[src/rtl/be8_datapath.sv]
// BE8 datapath: architectural state, bus, ALU and RAM driven by the microcode control word.
// Build option BE8_BUS_CONFLICT_EN enables sticky detection of multiple simultaneous bus drivers.
module be8_datapath #(
   parameter bit RAM_INIT_ZERO = 1'b0
) (
   input  logic        clk,
   input  logic        rst,
   input  logic [17:0] ctrl,
   input  logic        run,
   input  logic        prog_we,
   input  logic [3:0]  prog_addr,
   input  logic [7:0]  prog_data,
   output logic [3:0]  opcode,
   output logic [1:0]  flags,
   output logic [1:0]  step,
   output logic [7:0]  out_data,
   output logic        out_valid,
   output logic        halted,
   output logic        bus_conflict
);

   logic hlt, ce, su, a_in, b_in, o_in, i_in, jmp, f_in, m_in, r_in;
   logic a_oe, b_oe, i_oe, c_oe, e_oe, r_oe, step_clr;

   assign hlt      = ctrl[17];
   assign ce       = ctrl[16];
   assign su       = ctrl[15];
   assign a_in     = ctrl[14];
   assign b_in     = ctrl[13];
   assign o_in     = ctrl[12];
   assign i_in     = ctrl[11];
   assign jmp      = ~ctrl[10];
   assign f_in     = ctrl[9];
   assign m_in     = ctrl[8];
   assign r_in     = ctrl[7];
   assign a_oe     = ~ctrl[6];
   assign b_oe     = ~ctrl[5];
   assign i_oe     = ~ctrl[4];
   assign c_oe     = ~ctrl[3];
   assign e_oe     = ~ctrl[2];
   assign r_oe     = ~ctrl[1];
   assign step_clr = ~ctrl[0];

   logic [7:0] a_q, b_q, ir_q, out_q;
   logic [3:0] pc_q, mar_q;
   logic       carry_q, zero_q, halt_q, ov_q;
   logic [1:0] step_q;
   logic [7:0] ram [16];
   logic       clr_busy;
   logic [3:0] clr_cnt;
   logic       exec;
   logic [7:0] bus;
   logic [8:0] alu_sum;

   assign exec = run & ~halt_q & ~clr_busy;

   // Subtraction is A + ~B + 1 so carry means "no borrow".
   assign alu_sum = {1'b0, a_q} + {1'b0, (su ? ~b_q : b_q)} + {8'h00, su};

   always_comb begin
      bus = 8'h00;
      if (a_oe) bus = bus | a_q;
      if (b_oe) bus = bus | b_q;
      if (i_oe) bus = bus | {4'h0, ir_q[3:0]};
      if (c_oe) bus = bus | {4'h0, pc_q};
      if (e_oe) bus = bus | alu_sum[7:0];
      if (r_oe) bus = bus | ram[mar_q];
   end

   always_ff @(posedge clk) begin
      if (rst) begin
         a_q     <= 8'h00;
         b_q     <= 8'h00;
         ir_q    <= 8'h00;
         out_q   <= 8'h00;
         pc_q    <= 4'h0;
         mar_q   <= 4'h0;
         carry_q <= 1'b0;
         zero_q  <= 1'b0;
         step_q  <= 2'd0;
         halt_q  <= 1'b0;
         ov_q    <= 1'b0;
      end else begin
         ov_q <= exec & o_in;
         if (exec) begin
            if (a_in) a_q   <= bus;
            if (b_in) b_q   <= bus;
            if (o_in) out_q <= bus;
            if (i_in) ir_q  <= bus;
            if (m_in) mar_q <= bus[3:0];
            if (f_in) begin
               carry_q <= alu_sum[8];
               zero_q  <= (alu_sum[7:0] == 8'h00);
            end
            if (jmp)     pc_q <= bus[3:0];
            else if (ce) pc_q <= pc_q + 4'd1;
            if (step_clr) step_q <= 2'd0;
            else          step_q <= step_q + 2'd1;
            if (hlt) halt_q <= 1'b1;
         end
      end
   end

   always_ff @(posedge clk) begin
      if (rst) begin
         clr_busy <= RAM_INIT_ZERO;
         clr_cnt  <= 4'h0;
      end else if (clr_busy) begin
         clr_cnt <= clr_cnt + 4'd1;
         if (clr_cnt == 4'hF) clr_busy <= 1'b0;
      end
   end

   // The write address is the pre-edge MAR, so RI with MIn stores to the old location.
   always_ff @(posedge clk) begin
      if (!rst) begin
         if (clr_busy)               ram[clr_cnt]   <= 8'h00;
         else if (exec && r_in)      ram[mar_q]     <= bus;
         else if (!run && prog_we)   ram[prog_addr] <= prog_data;
      end
   end

`ifdef BE8_BUS_CONFLICT_EN
   logic [2:0] drv_cnt;
   logic       conf_q;

   always_comb begin
      drv_cnt = 3'(a_oe) + 3'(b_oe) + 3'(i_oe) + 3'(c_oe) + 3'(e_oe) + 3'(r_oe);
   end

   always_ff @(posedge clk) begin
      if (rst)                          conf_q <= 1'b0;
      else if (exec && drv_cnt >= 3'd2) conf_q <= 1'b1;
   end

   assign bus_conflict = conf_q;
`else
   assign bus_conflict = 1'b0;
`endif

   assign opcode    = ir_q[7:4];
   assign flags     = {carry_q, zero_q};
   assign step      = step_q;
   assign out_data  = out_q;
   assign out_valid = ov_q;
   assign halted    = halt_q;

endmodule

[config.mk]
export PLATFORM = sky130hd
export DESIGN_NAME = be8_datapath
export DESIGN_NICKNAME = d
export VERILOG_FILES = /design/src/rtl/be8_datapath.sv
export SDC_FILE = /design/constraint.sdc
export NUM_CORES = 1
export LEC_CHECK = 0
export CAP_MARGIN = 40
export CORE_ASPECT_RATIO = 0.6
export CORE_MARGIN = 3
export CORE_UTILIZATION = 61
export CTS_BUF_LIST = sky130_fd_sc_hd__clkbuf_8
export DETAILED_ROUTE_END_ITERATION = 16
export PLACE_DENSITY_LB_ADDON = 0.2
export REMOVE_ABC_BUFFERS = 1
export SLEW_MARGIN = 5
export SYNTH_ARGS = -nofsm -noshare
export SYNTH_HDL_FRONTEND = slang
export SYNTH_SLANG_ARGS = --single-unit
[constraint.sdc]
create_clock -name clk -period 3.66 [get_ports clk]
set_input_delay 0.366 -clock clk [delete_from_list [all_inputs] [get_ports clk]]
set_output_delay 0.366 -clock clk [all_outputs]
set_load 0.01 [all_outputs]
# ---- Word-level counts from Yosys, hierarchy flattened
# Memory sizes are Yosys's and may differ from the RTL's. A register that Yosys moved wholly into a read port is not among the register bits.
# Index checks and enable logic that the tools add are counted.
dict set report op_classes {
  n_addsub 5
  eq_ne 2
  n_mux 31
  bitwise_logic 11
  reduce_logical 15
}
# op count
set ops {}
lappend ops {{$mux W8} 9}
lappend ops {{$mux W4} 6}
lappend ops {{$or A8 B8 Y8} 3}
lappend ops {{$or A8 B4 Y8} 2}
lappend ops {{$reduce_and A2 Y1} 8}
lappend ops {{$reduce_or A8 Y1} 2}
lappend ops {{$mux W1} 15}
lappend ops {{$add A8 B8 Y9} 1}
lappend ops {{$add A9 B1 Y9} 1}
lappend ops {{$add A4 B1 Y4 const B} 2}
lappend ops {{$logic_not A8 Y1} 1}
lappend ops {{$not A8 Y8} 1}
lappend ops {{$eq A4 B4 Y1 const B} 1}
lappend ops {{$and A1 B1 Y1} 3}
lappend ops {{$add A2 B1 Y2 const B} 1}
lappend ops {{$logic_and A1 B1 Y1} 2}
lappend ops {{$mux W2} 1}
lappend ops {{$ne A2 B1 Y1 const B} 1}
lappend ops {{$not A1 Y1} 2}
lappend ops {{$reduce_or A2 Y1} 1}
lappend ops {{$logic_not A1 Y1} 1}
dict set report word_totals {
  regBits 51
  mem_bits_rw 128
  inputBits 34
  output_inout_bits 19
  elab_cells 78
  mem_count 1
}
# memory words width rd rd_ports_with_merged_regs write_ports line
set mem_list {}
lappend mem_list {ram 16 8 1 1 1 48} ;# logic [7:0] ram [16];

# ---- Depth between registers and ports, before layout
dict set report depth {
  depth_word 13
  ltp_mapped 9
  ltp_nobuf 8
}

# ---- Worst setup path after synthesis
# Ideal clock, no wire load.
dict set report synth_path {
  kind {input port to flip-flop}
  start {in ctrl[15]}
  end {mem ram[0][4], data pin}
  setup_ns 0.330
  arrival_ns 2.528
  required_time_ns 3.330
  slack_ns 0.802
  path_stages 9
  path_buffers 1
  cell_sequence {buf_2 xor2_1 inv_1 fa_1 nand3b_1 nand2_1 xor2_1 a2111oi_4 o21ai_0}
}
dict set report synth_between {
  elab_chain_cells 9
}
# element line
set synth_rtl {}
lappend synth_rtl {{from (decl)} 8} ;# input logic [17:0] ctrl,
lappend synth_rtl {{$mux W8} 58} ;# assign alu_sum = {1'b0, a_q} + {1'b0, (su ? ~b_q : b_q)} + {8'h00, su};
lappend synth_rtl {{$add A8 B8 Y9} 58}
lappend synth_rtl {{$add A9 B1 Y9 *} 58}
lappend synth_rtl {{$or A8 B8 Y8 *} 66} ;# if (e_oe) bus = bus | alu_sum[7:0];
lappend synth_rtl {{$mux W8 *} 66}
lappend synth_rtl {{$or A8 B8 Y8} 67} ;# if (r_oe) bus = bus | ram[mar_q];
lappend synth_rtl {{$mux W8 *} 67}
lappend synth_rtl {{$mux W8 (no source line) * (2 in a row)} --}
lappend synth_rtl {{to (decl)} 48}
# Every way passes the cells marked *; elsewhere a longest branch is shown, timed or not.

==> load_flow_metrics.sql <==
INSERT INTO impl_metrics (metric_group, metric, value, unit) VALUES
('setup_path', 'cp_num_buf_inv', '1', ''),
('drt', 'detail_route.vias_per_cell', '6.24', ''),
('global_routing', 'first_global_vias', '5185', ''),
('power_and_ir_drop', 'static-leakage-power', '3.18', 'nW'),
('sta', 'totalNegativeSetupSlack', '0', 'ns'),
('sta', 'finalCriticalPeriod', '2.91', 'ns'),
('place', 'port-buffer-count', '51', ''),
('synthesis', 'post_synth_and_or_nand_nor_area_fraction', '0.0978', ''),
('synthesis', 'synth_compound_gate_area_share', '0.115', ''),
('cts', 'cts_made_buffers', '17', ''),
('place', 'dpl_cell_area', '8920', 'sq um'),
('final_layout', 'fin_nets', '731', ''),
('synthesis', 'post_synth_fa_ha_maj_area_fraction', '0.0193', ''),
('setup_path', 'critPathRequiredTime', '3.84', 'ns'),
('setup_path', 'r2r_end', 'ram[7][1]$_DFFE_PP_', ''),
('sta', 'slew_headroom', '0.486', ''),
('cts', 'insertion_delay', '0.45', 'ns'),
('sta', 'fin_crit_sh', '0.795', ''),
('final_layout', 'final_cell_area', '9280', 'sq um'),
('sta', 'postLayoutSetupSlackWorst', '0.752', 'ns'),
('sta', 'finalSetupViolations', '0', ''),
('setup_path', 'slowest_stage', 'sky130_fd_sc_hd__dfxtp_2', ''),
('drt', 'dr.first_iter.drc_count', '453', ''),
('job', 'cap_violations', '0', ''),
('synthesis', 'postSynthRegisterBits', '183', ''),
('setup_path', 'endpoint', 'ram[7][1]$_DFFE_PP_', ''),
('synthesis', 'synth_largest_area_cell', 'sky130_fd_sc_hd__edfxtp_1', ''),
('synthesis', 'synth.yosys.seq_area_share', '0.605', ''),
('synthesis', 'yosys_most_used_dff', 'sky130_fd_sc_hd__edfxtp_1', ''),
('floorplanning', 'die_w', '155', 'microns'),
('cts', 'number_of_gates_resized_after_cts', '0', ''),
('cts', 'clock_sink_count', '183', ''),
('synthesis', 'yosysMostFrequentCell', 'sky130_fd_sc_hd__edfxtp_1', ''),
('synthesis', 'synth_cell_count_leaders', 'sky130_fd_sc_hd__edfxtp_1 (128), sky130_fd_sc_hd__dfxtp_1 (55), sky130_fd_sc_hd__mux2i_1 (47)', ''),
('global_routing', 'pin_count_of_the_biggest_net_entering_global_routing', '37', ''),
('setup_path', 'worstRegToRegCells', '6', ''),
('drt', 'drt-total-wl', '19.1', 'mm'),
('setup_path', 'critPathArrivalTime', '3.09', 'ns'),
('cts', 'post_cts_hold_buffer_count', '0', ''),
('cts', 'cts_setup_buffers', '0', ''),
('setup_path', 'cp.depth', '6', ''),
('worst_hold_path', 'whs_path_depth', '2', ''),
('outcome', 'run_status', 'completed', ''),
('drt', 'drt_first_pass_iters', '5', ''),
('setup_path', 'timing.setup.critical_path_class', 'register to register', ''),
('final_layout', 'area_growth_syn_to_layout', '13.5', '%'),
('drt', 'post-route-drc-count', '0', ''),
('power_and_ir_drop', 'cellPowerDensity', '456', 'nW/um^2'),
('drt', 'num_vias', '5417', ''),
('floorplanning', 'design.core.area', '13000', 'sq um'),
('synthesis', 'netlist_top_cells_area', 'sky130_fd_sc_hd__edfxtp_1 (47%), sky130_fd_sc_hd__dfxtp_1 (13%), sky130_fd_sc_hd__mux2i_1 (5.8%)', ''),
('synthesis', 'async_flop_share', '0', ''),
('global_routing', 'global_route.overflow_total', '0', ''),
('setup_path', 'timing.critical_path.cells', 'mux4_1 -> mux2i_1 -> nor3_1 -> nor3_2 -> o21ai_0 -> buf_4', ''),
('cts', 'clk_transition_reported_paths', '0.11', 'ns'),
('final_layout', 'antennaDiodeCount', '0', ''),
('setup_path', 'critical-path-top-delay-family', 'multiplexers', ''),
('sta', 'timing.clock.skew', '0.0221', 'ns'),
('setup_path', 'reg2reg_setup_slack', '0.75', 'ns'),
('drt', 'post_drt_wl_per_cell', '22.1', 'microns'),
('worst_hold_path', 'hold_class', 'register to register', ''),
('power_and_ir_drop', 'vdd.ir_drop.worst', '0.237', 'mV'),
('cts', 'cts_root_buf', 'sky130_fd_sc_hd__clkbuf_8', ''),
('global_routing', 'antenna_found_initial', '0', ''),
('synthesis', 'yosysUniqueCellTypes', '66', ''),
('global_routing', 'grt_pass1_wl', '29.3', 'mm'),
('cts', 'ctsHtreeMaxLevel', '4', ''),
('synthesis', 'yosys-mux-area-fraction', '0.106', ''),
('synthesis', 'ys_warn_count', '0', ''),
('sta', 'final_hold_viol_count', '0', ''),
('floorplanning', 'boundaryPins', '53', '');
## area by class of cell
| type | count | area (sq um) |
|---|---|---|
| Inverter | 11 | 41.3 |
| Tap cell | 170 | 213 |
| Clock buffer | 17 | 234 |
| Sequential cell | 183 | 4950 |
| Fill cell | 846 | 3700 |
| Timing Repair Buffer | 90 | 803 |
| Multi-Input combinational cell | 382 | 2920 |
| Clock inverter | 15 | 118 |
## report_power, final
part	internal, mW	switching [mW]
logic	0.284	0.374
registers	2.28	0.0565
clock network	0.485	0.756
## per-stage QoR
stage	util	cells	total power [mW]
after floorplan	-	576	2.77
after global placement	0.687	834	3.00
after detailed placement	0.688	836	3.03
after CTS	0.715	868	4.24
after global routing	0.715	868	4.40
final	0.715	868	4.23
## logic make-up after synthesis
kind of cell / after synthesis
buf+inv: 56
other cells: 1
compound gates: 142
flops: 183
fa+ha+maj: 12
mux: 65
simple gates: 145
xor+xnor: 17
## worst reg2reg max path, stage by stage, from the launching register on
cell and delay, ns:
sky130_fd_sc_hd__dfxtp_2 0.84, sky130_fd_sc_hd__mux4_1 0.69, sky130_fd_sc_hd__mux2i_1 0.18, sky130_fd_sc_hd__nor3_1 0.11, sky130_fd_sc_hd__nor3_2 0.44, sky130_fd_sc_hd__o21ai_0 0.16, sky130_fd_sc_hd__buf_4 0.22
## placed cells by master (no fill, tap or decap), types with 7 or more instances in the layout
| cell | instances |
|---|---|
| sky130_fd_sc_hd__inv_1 | 10 |
| sky130_fd_sc_hd__dfxtp_1 | 54 |
| sky130_fd_sc_hd__nor2_1 | 36 |
| sky130_fd_sc_hd__nand2_1 | 29 |
| sky130_fd_sc_hd__nor2b_1 | 8 |
| sky130_fd_sc_hd__edfxtp_1 | 128 |
| sky130_fd_sc_hd__ha_1 | 11 |
| sky130_fd_sc_hd__clkdlybuf4s50_1 | 51 |
| sky130_fd_sc_hd__o21ai_0 | 44 |
| sky130_fd_sc_hd__nor3_1 | 7 |
| sky130_fd_sc_hd__a21oi_1 | 36 |
| sky130_fd_sc_hd__mux4_2 | 8 |
| sky130_fd_sc_hd__nand2b_1 | 7 |
| sky130_fd_sc_hd__a22oi_1 | 16 |
| sky130_fd_sc_hd__mux2i_1 | 47 |
| sky130_fd_sc_hd__buf_4 | 39 |
| sky130_fd_sc_hd__and2_1 | 12 |
| sky130_fd_sc_hd__clkbuf_8 | 17 |
| sky130_fd_sc_hd__a31oi_1 | 13 |
| sky130_fd_sc_hd__mux4_1 | 7 |
| sky130_fd_sc_hd__xor2_1 | 12 |
| sky130_fd_sc_hd__nand3_1 | 10 |
## state kept, by name, summed over array words and instances, names as in the netlist, named ones only
signal / flops
b_q: 8
out_data: 8
pc_q: 4
halted: 1
ir_q: 8
step: 2
ram: 128
a_q: 8
clr_busy: 1
carry_q: 1
zero_q: 1
out_valid: 1
mar_q: 4
clr_cnt: 4
## worst min path at each step
stage	start	endpoint	slack, ns
floorplan	rst	pc_q[0]$_SDFFE_PP0P_	0.44
global placement	zero_q$_SDFFE_PP0P_	zero_q$_SDFFE_PP0P_	0.46
detailed placement	zero_q$_SDFFE_PP0P_	zero_q$_SDFFE_PP0P_	0.47
CTS	zero_q$_SDFFE_PP0P_	zero_q$_SDFFE_PP0P_	0.49
global route	zero_q$_SDFFE_PP0P_	zero_q$_SDFFE_PP0P_	0.51
finish	zero_q$_SDFFE_PP0P_	zero_q$_SDFFE_PP0P_	0.48
## per-layer routing
layer,up-vias,track usage,part of all wire
li1,2488,-,-
met1,2653,0.408,0.46
met2,260,0.384,0.44
met3,16,0.0662,0.093
met4,0,0.0532,0.0065
met5,-,0,0
Power figures use the tool's default switching activity.
